<file path="config.mk">
export PLATFORM = sky130hd
export DESIGN_NAME = uart_word_tx
export DESIGN_NICKNAME = d
export VERILOG_FILES = /design/src/rtl/uart_word_tx.sv
export SDC_FILE = /design/constraint.sdc
export NUM_CORES = 1
export LEC_CHECK = 0
export ABC_AREA = 1
export CELL_PAD_IN_SITES_DETAIL_PLACEMENT = 1
export CELL_PAD_IN_SITES_GLOBAL_PLACEMENT = 2
export CORE_ASPECT_RATIO = 2
export CORE_UTILIZATION = 37
export CTS_BUF_LIST = sky130_fd_sc_hd__clkbuf_4
export DETAILED_ROUTE_END_ITERATION = 7
export GPL_TIMING_DRIVEN = 0
export PLACE_DENSITY = 0.77
export SLEW_MARGIN = 5
export SYNTH_ARGS = -nofsm -noshare
export SYNTH_HDL_FRONTEND = slang
export SYNTH_SLANG_ARGS = --single-unit
</file>
<file path="constraint.sdc">
create_clock -name clock -period 2.6 [get_ports clock]
set_input_delay 0.52 -clock clock [delete_from_list [all_inputs] [get_ports clock]]
set_output_delay 0.52 -clock clock [all_outputs]
set_load 0.01 [all_outputs]
</file>
<file path="src/rtl/uart_word_tx.sv">
// Buffered 32-bit UART transmitter: words queue in a small FIFO and each one
// leaves as four back-to-back 8N1 frames, least-significant byte first.
module uart_word_tx #(
    parameter int CLKS_PER_BIT = 5208,
    parameter int FIFO_DEPTH   = 4
) (
    input  logic        clock,
    input  logic        reset_n,
    input  logic        i_valid,
    input  logic [31:0] i_word,
    output logic        o_ready,
    output logic        serial_out,
    output logic        o_busy,
    output logic        o_done,
    output logic [1:0]  dbg_state
);
    localparam int AW = $clog2(FIFO_DEPTH);
    localparam int CW = $clog2(CLKS_PER_BIT);

    typedef enum logic [1:0] {IDLE, START, DATA, STOP} state_t;

    // Handshake: a word is taken on a rising edge where i_valid && o_ready;
    // o_ready is "FIFO not full" and ignores any pop happening that cycle.
    logic [31:0]   mem [FIFO_DEPTH];
    logic [AW-1:0] wr_ptr, rd_ptr;
    logic [AW:0]   count;
    logic          push, pop, fifo_empty;
    logic [31:0]   head;

    assign o_ready    = (count != (AW+1)'(FIFO_DEPTH));
    assign push       = i_valid && o_ready;
    assign fifo_empty = (count == '0);
    assign head       = mem[rd_ptr];

    always_ff @(posedge clock or negedge reset_n) begin
        if (!reset_n) begin
            wr_ptr <= '0;
            rd_ptr <= '0;
            count  <= '0;
        end else begin
            if (push) wr_ptr <= wr_ptr + 1'b1;
            if (pop)  rd_ptr <= rd_ptr + 1'b1;
            case ({push, pop})
                2'b10:   count <= count + 1'b1;
                2'b01:   count <= count - 1'b1;
                default: count <= count;
            endcase
        end
    end

    always_ff @(posedge clock) begin
        if (push) mem[wr_ptr] <= i_word;
    end

    state_t        state_q, state_d;
    logic [CW-1:0] clk_cnt_q, clk_cnt_d;
    logic [2:0]    bit_idx_q, bit_idx_d, bit_nxt;
    logic [1:0]    byte_idx_q, byte_idx_d;
    logic [31:0]   shreg_q, shreg_d;
    logic          line_q, line_d;
    logic          done_q, done_d;
    logic          bit_end;

    assign bit_end = (clk_cnt_q == CW'(CLKS_PER_BIT - 1));
    assign bit_nxt = bit_idx_q + 3'd1;

    always_ff @(posedge clock or negedge reset_n) begin
        if (!reset_n) begin
            state_q    <= IDLE;
            clk_cnt_q  <= '0;
            bit_idx_q  <= '0;
            byte_idx_q <= '0;
            shreg_q    <= '0;
            line_q     <= 1'b1;
            done_q     <= 1'b0;
        end else begin
            state_q    <= state_d;
            clk_cnt_q  <= clk_cnt_d;
            bit_idx_q  <= bit_idx_d;
            byte_idx_q <= byte_idx_d;
            shreg_q    <= shreg_d;
            line_q     <= line_d;
            done_q     <= done_d;
        end
    end

    always_comb begin
        state_d    = state_q;
        clk_cnt_d  = clk_cnt_q;
        bit_idx_d  = bit_idx_q;
        byte_idx_d = byte_idx_q;
        shreg_d    = shreg_q;
        line_d     = line_q;
        done_d     = 1'b0;
        pop        = 1'b0;
        case (state_q)
            IDLE: begin
                line_d = 1'b1;
                if (!fifo_empty) begin
                    pop        = 1'b1;
                    shreg_d    = head;
                    byte_idx_d = '0;
                    clk_cnt_d  = '0;
                    line_d     = 1'b0;
                    state_d    = START;
                end
            end
            START: begin
                if (bit_end) begin
                    clk_cnt_d = '0;
                    bit_idx_d = '0;
                    line_d    = shreg_q[0];
                    state_d   = DATA;
                end else begin
                    clk_cnt_d = clk_cnt_q + 1'b1;
                end
            end
            DATA: begin
                if (bit_end) begin
                    clk_cnt_d = '0;
                    if (bit_idx_q == 3'd7) begin
                        line_d  = 1'b1;
                        state_d = STOP;
                    end else begin
                        bit_idx_d = bit_nxt;
                        line_d    = shreg_q[bit_nxt];
                    end
                end else begin
                    clk_cnt_d = clk_cnt_q + 1'b1;
                end
            end
            STOP: begin
                if (bit_end) begin
                    clk_cnt_d = '0;
                    if (byte_idx_q != 2'd3) begin
                        byte_idx_d = byte_idx_q + 2'd1;
                        shreg_d    = {8'h00, shreg_q[31:8]};
                        line_d     = 1'b0;
                        state_d    = START;
                    end else begin
                        // Last byte done: chain straight into the next word if one waits.
                        done_d = 1'b1;
                        if (!fifo_empty) begin
                            pop        = 1'b1;
                            shreg_d    = head;
                            byte_idx_d = '0;
                            line_d     = 1'b0;
                            state_d    = START;
                        end else begin
                            line_d  = 1'b1;
                            state_d = IDLE;
                        end
                    end
                end else begin
                    clk_cnt_d = clk_cnt_q + 1'b1;
                end
            end
            default: state_d = IDLE;
        endcase
    end

    assign serial_out = line_q;
    assign o_done     = done_q;
    assign o_busy     = (state_q != IDLE);
    assign dbg_state  = state_q;
endmodule
</file>
# After elaboration in Yosys (flattened, before gate mapping)
# Memory sizes are Yosys's and may differ from the RTL's.
# Cells that the tools add are included.
totals:
  reg_bits: 61
  latch_bits: 0
  ramBits: 128
  romBits: 0
  in_bits: 35
  output_inout_bits: 6
  wordCells: 88
  memories: 1
memory_table:
  columns: ["name", "depth", "word_bits", "rd", "rd_ports_with_merged_regs", "wr", "line_no", "text"]
  rows:
  - ["mem", 4, 32, 1, 0, 1, "24", "logic [31:0] mem [FIFO_DEPTH];"]
classes:
  add_sub_neg: 7
  multipliers: 0
  div_mod_pow: 0
  n_lt_le_gt_ge: 1
  n_eq_ne: 15
  shifts: 0
  muxes: 42
  bitwise: 0
  reduce_logical: 12
op_table:
  columns: ["operator", "n"]
  rows:
  - ["$mux 32", 3]
  - ["$pmux 32 s2", 1]
  - ["$mux 13", 2]
  - ["$pmux 13 s2", 1]
  - ["$mux 1", 17]
  - ["$mux 2", 8]
  - ["$ne 2x2->1 const B", 7]
  - ["$add 13x1->13 const B", 1]
  - ["$eq 13x13->1 const B", 1]
  - ["$pmux 3 s2", 2]
  - ["$mux 3", 3]
  - ["$pmux 2 s4", 1]
  - ["$reduce_bool 2->1", 4]
  - ["$add 2x1->2 const B", 3]
  - ["$add 3x1->3 const B", 2]
  - ["$eq 2x2->1 const B", 3]
  - ["$lt 3x6->1 const B", 1]
  - ["$reduce_and 5->1", 1]
  - ["$eq 2x1->1 const B", 2]
  - ["$pmux 1 s4", 1]
  - ["$pmux 2 s2", 1]
  - ["$reduce_and 4->1", 1]
  - ["$bmux 1 s3", 1]
  - ["$eq 3x3->1 const B", 1]
  - ["other kinds (9)", 9]

# Depth between registers and ports, before layout
# Gate-level depths: netlist of the first run.
depth:
  word_depth: 7
  ltp_mapped: 13
  ltp_nobuf: 13

# Worst setup path after synthesis of the first run
# No wires, ideal clock.
synth_path:
  path_kind: "register to register"
  from: "reg state_q[0] (netlist: dbg_state[0])"
  to: "reg count[2]"
  setup_time_ns: 0.131
  arrival_ns: 2.420
  required_ns: 2.469
  slack_ns: 0.049
  stages_incl_launch_ff: 13
  path_buffers: 1
  path_cell_list: "dfrtp_1 inv_1 ha_1 inv_1 clkbuf_1 nand3_1 inv_1 ha_1 inv_1 fa_1 a21oi_1 o21ai_0 xor2_1"
synth_via:
  elab_chain_len: 4
  word_cells_on_any_way: 7
  classes_between: "3 x eq/ne; 2 x mux; 2 x reduce/logical"
synth_lines:
  columns: ["item", "line_no", "text"]
  rows:
  - ["start: declaration", "55", "state_t state_q, state_d;"]
  - ["start signal: assignment", "77", "state_q <= state_d;"]
  - ["$eq 2x2->1 or $logic_not 2->1 (tied branches)", "96", "case (state_q)"]
  - ["$pmux 1 s2 (*)", "96", null]
  - ["net pop", "27", "logic push, pop, fifo_empty;"]
  - ["$eq 2x1->1 or $eq 2x2->1 (tied branches)", "43", "case ({push, pop})"]
  - ["$pmux 3 s2 or $reduce_bool 2->1 (tied branches)", null, null]
  - ["end signal: assignment", "44", "2'b10: count <= count + 1'b1;"]
  - ["end signal: assignment", "45", "2'b01: count <= count - 1'b1;"]
  - ["end signal: assignment", "46", "default: count <= count;"]
  - ["end: declaration", "26", "logic [AW:0] count;"]
# Mark *: on every way through the listed nets, which the timed path passes. The rest lies on a longest branch.
# A chain may end at the register's enable or synchronous reset.

# Worst setup path in the final report of the first run
layout_path:
  from: "reg clk_cnt_q[0]"
  to: "reg count[2]"
layout_via:
  elab_chain_len: 5
  word_cells_on_any_way: 7
  classes_between: "3 x eq/ne; 3 x mux; 1 x reduce/logical"
layout_lines:
  columns: ["item", "line_no", "text"]
  rows:
  - ["start: declaration", "56", "logic [CW-1:0] clk_cnt_q, clk_cnt_d;"]
  - ["start signal: assignment", "78", "clk_cnt_q <= clk_cnt_d;"]
  - ["$eq 13x13->1 (*)", "64", "assign bit_end = (clk_cnt_q == CW'(CLKS_PER_BIT - 1));"]
  - ["$mux 1 (*)", "133", "if (bit_end) begin"]
  - ["$pmux 1 s2 (*)", "96", null]
  - ["net pop", "27", null]
  - ["$eq 2x1->1 or $eq 2x2->1 (tied branches)", "43", null]
  - ["$pmux 3 s2 or $reduce_bool 2->1 (tied branches)", null, null]
# Marks and branches as above.

==> results of run 1 <==
## cells by family after synthesis
logic type	Yosys count	synth area share
and+or+nand+nor	388	0.204
DFF	189	0.646
buffers and inverters	124	0.0599
AOI/OAI and AO/OA	96	0.0626
adders and majority gates	15	0.0235
xor gates and xnor gates	4	0.00421
## worst paths after layout
path / end / cells past startpoint
min in group asynchronous: bit_idx_q[0] / 2
max in group asynchronous: dbg_state[0] / 2
worst min register to register: serial_out / 2
worst max register to register: count[2] / 13
worst min-delay path: serial_out / 2
worst max-delay path: count[2] / 13
## power by group through the flow
stage / Clock (mW) / Sequential [mW] / Combinational, mW
6_report: 1.83 / 3.81 / 1.03
5_1_grt: 1.99 / 3.84 / 1.12
4_1_cts: 1.90 / 3.81 / 1.05
3_5_place_dp: 0 / 3.88 / 1.05
3_3_place_gp: 0 / 3.89 / 0.859
2_1_floorplan: 0 / 3.85 / 0.516
## through the flow
| stage | setup TNS (ns) | utilization | instance area [µm²] |
|---|---|---|---|
| floorplan | 0 | - | 8320 |
| global placement | -285.46 | 0.411 | 9060 |
| detailed placement | -2.19 | 0.416 | 9190 |
| CTS | -0.00219 | 0.433 | 9560 |
| global route | 0 | 0.435 | 9610 |
| finish | 0 | 0.435 | 9610 |
## flip-flops by register name (all words and copies together), names as in the netlist
| signal | count |
|---|---|
| rd_ptr | 2 |
| wr_ptr | 2 |
| bit_idx_q | 3 |
| count | 3 |
| mem | 128 |
| o_done | 1 |
| dbg_state | 2 |
| shreg_q | 32 |
| serial_out | 1 |
| clk_cnt_q | 13 |
| byte_idx_q | 2 |
## critical path: cells and delay by family (launching register included)
family                   cells  cell delay, ns
adder cells (fa/ha/maj)      3            0.68
AND/OR/NAND/NOR              4            0.48
AO/OA/AOI/OAI                3            0.47
flip-flops                   1            0.40
buffers and inverters        2            0.15
XOR/XNOR                     1            0.15
## synthesized netlist by cell type, drive strengths merged (3+ instances only)
cell      n
a21oi    28
a22oi     9
buf      19
clkbuf   13
dfrtp    60
edfxtp  128
ha       14
inv      92
nand2   232
nand3    54
nand4    22
nor2     67
nor3     10
o21ai    48
o22ai     8
xor2      3
## metal layers
metal,vias up,track usage
met3,36,0.0298
li1,2867,-
met2,87,0.397
met1,2912,0.201
met5,-,0
met4,0,0.101
## final cells by class
cell class	count	area, µm²	area share
Antenna cell	1	2.50	0.000261
Buffer	31	146	0.0152
Clock buffer	19	143	0.0148
Clock inverter	13	188	0.0195
Inverter	92	352	0.0366
Multi-Input combinational cell	503	2500	0.260
Sequential cell	189	5370	0.559
Tap cell	276	345	0.0360
Timing Repair Buffer	52	554	0.0577
## repair_timing
action,4_1_cts,5_1_grt
hold buffers,1,0
setup buffers,2,5
pin swaps,0,2
gates resized for setup,8,2
endpoints found under the hold margin,60,0
setup endpoints to repair,3,1
==> metrics.yaml, run 1 <==
pwr:
  power_switching_mw: 1.85
  power_mw: 6.66
  p_int_mw: 4.81
  swShare: 0.278
  ir_worst_vdd_mv: 0.550
  seq_power_share: 0.572
  leakage_nw: 3.99
  clock_power_share: 0.274
  power_density_nw_per_um2: 694
  combinationalPowerShare: 0.154
global_routing:
  antenna_found_initial: 1
  grt_max_degree: 62
  grt_pass1_vias: 6639
  grt_overflow: 0
  grt_pass1_wl_um: 34600
  grt_usage: 0.204
logic_synthesis:
  yosysUniqueCellTypes: 35
  synth_sequential_area_ratio: 0.646
  yosys.area.top_type_share: 0.462
  yosys_register_bits: 189
  syn_area_per_cell_um2: 10.2
  ys.flop_type: "edfxtp_1"
  netlist_top_cells_area: "edfxtp_1 (46%), dfrtp_1 (18%), nand2_1 (10%)"
  synth_edf_count: 128
  yosys_warnings: 0
  synthCells: 816
  async_flop_share: 0.323
  synth.net_count: 866
  syn_area_um2: 8320
  synth_top_cell_by_area: "edfxtp_1"
drt:
  wire_per_inst_um: 18.5
  viasPerCell: 5.02
  route.met3.wl_um: 443
  drc_errors: 0
  wl_met1_um: 7890
  totalWireLength_um: 21700
  drtIter0Drc: 318
  ant_nets: 0
  route.top_layer_used: "met4"
  wl_met2_um: 12800
  drtPass1Iterations: 4
  vias: 5902
worst_setup_path:
  critPathMaxFanout: 5
  regToRegStartpoint: "clk_cnt_q[0]"
  cp_data_arrival_time_ns: 2.96
  startpoint: "clk_cnt_q[0]"
  worst_path_max_delay_cell: "dfrtp_1"
  cp_common_cell: "inv_1"
  startpoint_type: "flip-flop"
  worstPathRequired_ns: 3.11
  r2r_slack_ns: 0.16
  cp_cell_sequence: "ha_2, nand2_2, nor2_4, nand3_4, o21ai_4, nand3_2, inv_1, ha_1, inv_1, fa_2, a21oi_1, o21ai_0, xor2_1"
  max_stage_delay_ns: 0.40
  end_kind: "flip-flop"
  worstSetupPathType: "flip-flop to flip-flop"
floorplan:
  row_count: 77
  die_w_um: 108
  dieArea_um2: 23100
  start_util: 0.377
  core_area_um2: 22100
  io-pin-count: 41
  die_h_um: 214
hold_path:
  hp-class: "flip-flop to flip-flop"
  min_from: "serial_out"
final_layout:
  final_common_cell: "nand2_1"
  synthToLayoutAreaGrowth_pct: 15.5
  final_layout_size_suffix_gt1_frac: 0.106
  final_cell_mix: "nand2_1 (225), edfxtp_1 (128), inv_1 (85), nor2_1 (58), dfrtp_1 (58)"
  instances_no_fill: 1176
  nets: 936
  fillCellCount: 2478
timing:
  finClkSkew_ns: 0.0205
  period_minus_slack_ns: 2.44
  hold_viol: 0
  fmax_ghz: 0.410
  worst_pin_slew_ns: 0.871
  rsz0062_at_grt: "false"
  fin_ws_ns: 0.159
  relSlewSlack: 0.419
  slew_violations: 0
  holdWs_ns: 0.479
  period_share: 0.939
  setup_viol: 0
clock_tree:
  clockBufferDepth: 2
  cts_buffers: 17
  clock_sinks: 189
  htree_levels: 4
  cts_tree: "yes"
  clkLatencyLatePin_ns: 0.62
  clkSlewWorstSetupHoldPaths_ns: 0.16
  root_buffer: "clkbuf_4"
placed_design:
  post-place-ws_ns: -0.439
  place.gp.congestion: 0.787
  port_buffers: 40
  dp_hpwl_um: 15900
  placed_cells: 1136
outcome:
  status: "finished, final reports clean"
run:
  maxCapViolCount: 0
No activity file was read; power rests on OpenSTA's default activity.
==> run 2, diff against run 1 <==
--- a/config.mk
+++ b/config.mk
@@ -14,6 +14,7 @@
 export DETAILED_ROUTE_END_ITERATION = 7
 export GPL_TIMING_DRIVEN = 0
 export PLACE_DENSITY = 0.77
+export SETUP_SLACK_MARGIN = 0.1
 export SLEW_MARGIN = 5
 export SYNTH_ARGS = -nofsm -noshare
 export SYNTH_HDL_FRONTEND = slang
==> metrics.yaml, run 2 (synthesized netlist as in run 1, its figures left out) <==
outcome:
  status: "finished, final reports clean"
pwr:
  power_density_nw_per_um2: 662  # -4.5%
  leakage_nw: 4.01  # +0.42%
  ir_worst_vdd_mv: 0.444  # -19%
  power_mw: 6.39  # -4.1%
floorplan:
  core_area_um2: 22100  # unchanged
  io-pin-count: 41  # unchanged
  die_w_um: 108  # unchanged
  start_util: 0.377  # unchanged
  die_h_um: 214  # unchanged
  dieArea_um2: 23100  # unchanged
  row_count: 77  # unchanged
drt:
  totalWireLength_um: 21500  # -1.1%
  drtIter0Drc: 252  # -21%
  wire_per_inst_um: 18.1  # -1.9%
  ant_nets: 0  # unchanged
  viasPerCell: 5.00  # -0.29%
  drtPass1Iterations: 7  # +3
  vias: 5930  # +0.47%
  drc_errors: 0  # unchanged
global_routing:
  grt_pass1_wl_um: 34000  # -1.8%
  grt_pass1_vias: 6551  # -1.3%
  grt_overflow: 0  # unchanged
  grt_usage: 0.199  # -0.00491
  grt_max_degree: 56  # -9.7%
  antenna_found_initial: 1  # unchanged
worst_setup_path:
  worstPathRequired_ns: 2.08  # -1.03 ns
  crit_family: "buffers and inverters"
  cp_data_arrival_time_ns: 1.85  # -1.11 ns
  max_stage_delay_ns: 0.51  # +0.11 ns
  critPathMaxFanout: 3  # -2
  end_kind: "primary output"
  critPathBufInv: 1  # -1
  worstSetupPathType: "flip-flop to primary output"
  startpoint_type: "flip-flop"
  cp_cell_sequence: "nor2_1, nand2_1, clkdlybuf4s50_1"
  worst_path_max_delay_cell: "clkdlybuf4s50_1"
timing:
  period_share: 0.913  # -0.0255
  hold_viol: 0  # unchanged
  relSlewSlack: 0.537  # +0.118
  fmax_ghz: 0.421  # +2.8%
  fin_ws_ns: 0.225  # +0.0663 ns
  setup_viol: 0  # unchanged
  period_minus_slack_ns: 2.37  # -0.0663 ns
  setup_tns_ns: 0  # unchanged
  finClkSkew_ns: 0.0272  # +0.00669 ns
  slew_violations: 0  # unchanged
  rsz0062_at_grt: "false"
  worst_pin_slew_ns: 0.694  # -0.177 ns
clock_tree:
  cts_buffers: 17  # unchanged
  clkLatencyLatePin_ns: 0.61  # about the same
  clkSlewWorstSetupHoldPaths_ns: 0.15  # about the same
  root_buffer: "clkbuf_4"
  htree_levels: 4  # unchanged
  cts_tree: "yes"
  clockBufferDepth: 2  # unchanged
  clock_sinks: 189  # unchanged
final_layout:
  final_layout_size_suffix_gt1_frac: 0.117  # +0.0111
  instances_no_fill: 1185  # +0.77%
  nets: 946  # +1.1%
  final_common_cell: "nand2_1"
  largest_reg_flops: 128  # unchanged
  top_regs: "mem (128), shreg_q (32), clk_cnt_q (13)"
  top_register: "mem"
  fillCellCount: 2481  # +0.12%
  synthToLayoutAreaGrowth_pct: 15.9
  final_cell_mix: "nand2_1 (225), edfxtp_1 (128), inv_1 (84), dfrtp_1 (59), nor2_1 (58)"
placed_design:
  port_buffers: 40  # unchanged
  dp_hpwl_um: 15400  # -2.7%
  post-place-ws_ns: -0.417  # +0.0224 ns
  place.gp.congestion: 0.773  # -1.8%
  placed_cells: 1137  # +0.088%
run:
  maxCapViolCount: 0  # unchanged
hold_path:
  hp-class: "input port to asynchronous set/reset pin"
## run 2: worst register-to-register path, cell delays in order, from the launching register on
cell	delay (ns)
dfrtp_1	0.46
ha_2	0.28
nand2_1	0.17
o21ai_4	0.21
nand3_2	0.13
inv_1	0.08
ha_1	0.15
inv_2	0.06
fa_2	0.37
a21oi_2	0.12
o21ai_1	0.08
xor2_1	0.14
## run 2: worst paths after layout
| check | from | to | slack, ns | depth (start not counted) |
|---|---|---|---|---|
| hold reg to reg | serial_out | serial_out | 0.48 | 2 |
| max in group asynchronous | reset_n | wr_ptr[0] | 1.80 | 3 |
| setup reg to reg | dbg_state[1] | count[2] | 0.24 | 11 |
| hold / removal | reset_n | shreg_q[15] | 0.25 | 2 |
| min in group clock | serial_out | serial_out | 0.48 | 2 |
| setup / recovery | count[1] | o_ready | 0.23 | 3 |
## run 2: report_power, final
group | leakage [nW] | total (mW) | internal (mW) | switching (mW)
logic | 1.96 | 1.01 | 0.321 | 0.691
registers | 1.91 | 3.80 | 3.69 | 0.113
clock network | 0.137 | 1.57 | 0.592 | 0.982
## run 2: cell type report
| cell class | count | area [µm²] | area share |
|---|---|---|---|
| sequential | 189 | 5370 | 0.557 |
| multi-input combinational | 503 | 2520 | 0.261 |
| timing repair buffer | 61 | 627 | 0.0650 |
| inverter | 92 | 348 | 0.0361 |
| tap | 276 | 345 | 0.0358 |
| buffer | 32 | 160 | 0.0166 |
| clock buffer | 20 | 150 | 0.0156 |
| clock inverter | 11 | 120 | 0.0125 |
| antenna | 1 | 2.50 | 0.000259 |
## run 2: repair_timing
action,CTS,global route
pin swaps,0,6
cloned,0,0
hold endpoints to repair,60,0
setup endpoints to repair,3,2
gates resized for setup,8,9
buffers inserted,4,11
hold buffers,1,0
## run 2: per-stage QoR
| step | utilization | area [µm²] | hold slack, ns |
|---|---|---|---|
| floorplan | - | 8320 | 0.224 |
| detailed placement | 0.417 | 9200 | 0.354 |
| finish | 0.437 | 9650 | 0.251 |
| CTS | 0.432 | 9540 | 0.196 |
| global route | 0.437 | 9650 | 0.209 |
| global placement | 0.411 | 9070 | 0.459 |
## run 2: layer usage
metal	wire length [µm]	share of wire	vias up	global-route usage
met2	12400	0.57	98	0.377
met5	0	0	-	0
li1	-	-	2879	-
met1	7830	0.36	2905	0.201
met3	580	0.027	48	0.0395
met4	728	0.034	0	0.0927
==> run 3, diff against run 2 <==
==> config.mk (replaced) <==
export PLATFORM = sky130hd
export DESIGN_NAME = uart_word_tx
export DESIGN_NICKNAME = d
export VERILOG_FILES = /design/src/rtl/uart_word_tx.sv
export SDC_FILE = /design/constraint.sdc
export NUM_CORES = 1
export LEC_CHECK = 0
export CELL_PAD_IN_SITES_DETAIL_PLACEMENT = 1
export CELL_PAD_IN_SITES_GLOBAL_PLACEMENT = 2
export CORE_ASPECT_RATIO = 2
export CORE_UTILIZATION = 40
export CTS_BUF_LIST = sky130_fd_sc_hd__clkbuf_4
export DETAILED_ROUTE_END_ITERATION = 7
export GPL_TIMING_DRIVEN = 0
export PLACE_DENSITY = 0.73
export SETUP_SLACK_MARGIN = 0.1
export SLEW_MARGIN = 30
export SYNTH_ARGS = -nofsm -noshare
export SYNTH_HDL_FRONTEND = slang
export SYNTH_SLANG_ARGS = --single-unit
==> metrics.yaml, run 3 <==
outcome:
  status: "finished, violations left"
  violations: "negative setup slack"
logic_synthesis:
  syn_area_per_cell_um2: 17.1  # +67%
  synthCells: 459  # -44%
  async_flop_share: 0.323  # unchanged
  synth_top_cell_by_area: "edfxtp_1"
  yosys_register_bits: 189  # unchanged
  yosysUniqueCellTypes: 52  # +49%
  synthTopCellsByCount: "edfxtp_1 (128), dfrtp_1 (60), mux4_2 (34), or2_2 (24), inv_1 (20)"
  yosys.area.top_type_share: 0.491  # +0.0289
  synth.net_count: 509  # -41%
  synth_edf_count: 128  # unchanged
  yosys_warnings: 0  # unchanged
  synth_sequential_area_ratio: 0.686  # +0.0403
  syn_area_um2: 7830  # -5.9%
  netlist_top_cells_area: "edfxtp_1 (49%), dfrtp_1 (19%), mux4_2 (9.8%)"
  yosysMostFrequentCell: "edfxtp_1"
  ys.flop_type: "edfxtp_1"
final_layout:
  final_cell_mix: "edfxtp_1 (128), dfrtp_1 (59), clkdlybuf4s50_1 (38), mux4_2 (34), or2_2 (24)"
  final_core_util: 0.472  # +0.0350
  largest_reg_flops: 128  # unchanged
  top_register: "mem"
  top_regs: "mem (128), shreg_q (32), clk_cnt_q (13)"
  ff_latch_area_um2: 5370  # unchanged
  final_cell_area_um2: 9100  # -5.6%
  final_layout_size_suffix_gt1_frac: 0.294  # +0.177
  final_common_cell: "edfxtp_1"
  nets: 586  # -38%
  fillCellCount: 1920  # -23%
  multi_input_area_um2: 2340  # -7.2%
  synthToLayoutAreaGrowth_pct: 16.3
worst_setup_path:
  cp_common_cell: "xor2_1"
  max_stage_delay_ns: 0.57  # +0.06 ns
  crit_family: "simple AND/OR/NAND/NOR gates"
  critPathBufInv: 2  # +1
  startpoint_type: "flip-flop"
  critPathMaxFanout: 5  # +2
  worstRegToRegCells: 10  # -1
  cp_cell_sequence: "buf_6, or4b_4, nor4_4, o21a_2, ha_4, inv_2, fa_2, xor2_1, nor2_1, xor2_1"
  worst_path_max_delay_cell: "or4b_4"
  worstSetupPathType: "flip-flop to flip-flop"
  end_kind: "flip-flop"
  worstPathRequired_ns: 3.12  # +1.04 ns
  cp_num_cells: 10  # +7
  cp_data_arrival_time_ns: 3.13  # +1.28 ns
  r2r_slack_ns: -0.006  # -0.25 ns
placed_design:
  placed_area_um2: 8700  # -5.4%
  place.gp.congestion: 0.765  # -1.1%
  dp_hpwl_um: 12100  # -22%
  port_buffers: 40  # unchanged
  post-place-ws_ns: -0.238  # +0.179 ns
timing:
  finClkSkew_ns: 0.0152  # -0.0120 ns
  worst_pin_slew_ns: 0.772  # +0.0781 ns
  period_minus_slack_ns: 2.61  # +0.231 ns
  slew_violations: 0  # unchanged
  hold_viol: 0  # unchanged
  fin_ws_ns: -0.00555  # -0.231 ns
  relSlewSlack: 0.485  # -0.0521
  rsz0062_at_grt: "true"
  fmax_ghz: 0.384  # -8.9%
  period_share: 1.00  # +0.0888
  setup_tns_ns: -0.00555  # -0.00555 ns
  setup_viol: 1  # +1
pwr:
  combinationalPowerShare: 0.135  # -0.023
  p_int_mw: 4.53  # -1.6%
  ir_worst_vdd_mv: 0.444  # +0.17%
  leakage_nw: 3.19  # -21%
  power_switching_mw: 1.65  # -7.9%
  power_mw: 6.17  # -3.4%
  seq_power_share: 0.619  # +0.024
  clock_power_share: 0.245  # about the same
  swShare: 0.267  # -0.0130
  power_density_nw_per_um2: 678  # +2.4%
floorplan:
  die_h_um: 200  # -6.6%
  row_count: 72  # -6.5%
  start_util: 0.406  # +0.0291
  die_w_um: 101  # -6.6%
  core_area_um2: 19300  # -13%
  io-pin-count: 41  # unchanged
  dieArea_um2: 20200  # -13%
global_routing:
  grt_usage: 0.183  # -0.0162
  antenna_found_initial: 1  # unchanged
  grt_overflow: 0  # unchanged
  grt_max_degree: 46  # -18%
  grt_pass1_wl_um: 26300  # -23%
  grt_pass1_vias: 4745  # -28%
clock_tree:
  root_buffer: "clkbuf_4"
  clkSlewWorstSetupHoldPaths_ns: 0.15  # about the same
  htree_levels: 4  # unchanged
  cts_tree: "yes"
  clockBufferDepth: 2  # unchanged
  clkLatencyLatePin_ns: 0.59  # -0.02 ns
  cts_buffers: 17  # unchanged
  clock_sinks: 189  # unchanged
drt:
  drc_errors: 0  # unchanged
  totalWireLength_um: 17000  # -21%
  ant_nets: 0  # unchanged
  vias: 4320  # -27%
  drtIter0Drc: 151  # -40%
  wire_per_inst_um: 21.0  # +16%
  viasPerCell: 5.35  # +6.8%
  drtPass1Iterations: 4  # -3
run:
  maxCapViolCount: 0  # unchanged
hold_path:
  hp-class: "input port to asynchronous set/reset pin"
## run 3: cell types whose count changed after synthesis, sizes merged, moves of 24 or more
cell	before	now
nand3	54	8
o221a	0	24
nor2	67	14
mux4	0	34
inv	92	20
o21ai	48	8
nand2	232	13
## run 3: layout make-up
cell class / count / share of cell area
Multi-Input combinational cell: 230 / 0.257
Sequential cell: 189 / 0.590
Clock buffer: 17 / 0.0140
Inverter: 20 / 0.00825
Tap cell: 259 / 0.0356
Timing Repair Buffer: 58 / 0.0668
Buffer: 20 / 0.0132
Clock inverter: 14 / 0.0146
Antenna cell: 1 / 0.000275
## run 3: repair_timing
item                       in CTS  in global routing
hold endpoints to repair       16                  0
buffers inserted                5                  7
hold buffers                    1                  0
gates resized for setup         5                  5
pin swaps                       5                  2
setup endpoints to repair      30                 28
## run 3: worst paths after layout
| path | end | startpoint |
|---|---|---|
| hold reg to reg | byte_idx_q[0] | byte_idx_q[0] |
| hold / removal | bit_idx_q[2] | reset_n |
| setup reg to reg | count[2] | clk_cnt_q[3] |
| max in group asynchronous | shreg_q[23] | reset_n |
| min in group clock | byte_idx_q[0] | byte_idx_q[0] |
| setup / recovery | count[2] | clk_cnt_q[3] |
## run 3: metal layers
metal  track usage  routed length (µm)  vias up
met5             0                   0        -
met4        0.0875                 538        0
met3        0.0393                 409       28
met2         0.355               10100       71
met1         0.179                5970     2260
li1              -                   -     1961
## run 3: power by group through the flow
stage | logic, mW | clock network [mW] | registers [mW]
floorplan | 0.438 | 0 | 3.86
global placement | 0.724 | 0 | 3.88
detailed placement | 0.872 | 0 | 3.90
CTS | 0.875 | 1.58 | 3.83
global route | 0.914 | 1.68 | 3.86
finish | 0.836 | 1.51 | 3.82
## run 3: metrics by stage
stage                     cells  hold slack, ns
after floorplan             459           0.224
after global placement      758           0.464
after detailed placement    763           0.419
after CTS                   800           0.277
after global routing        808           0.296
final                       808           0.332
## run 3: kinds of logic after synthesis
kind of cell    share of synthesized area
fa+ha+maj                          0.0249
buf+inv                            0.0235
xor+xnor                           0.0157
mux                                 0.103
simple gates                       0.0759
compound gates                     0.0708
flops                               0.686
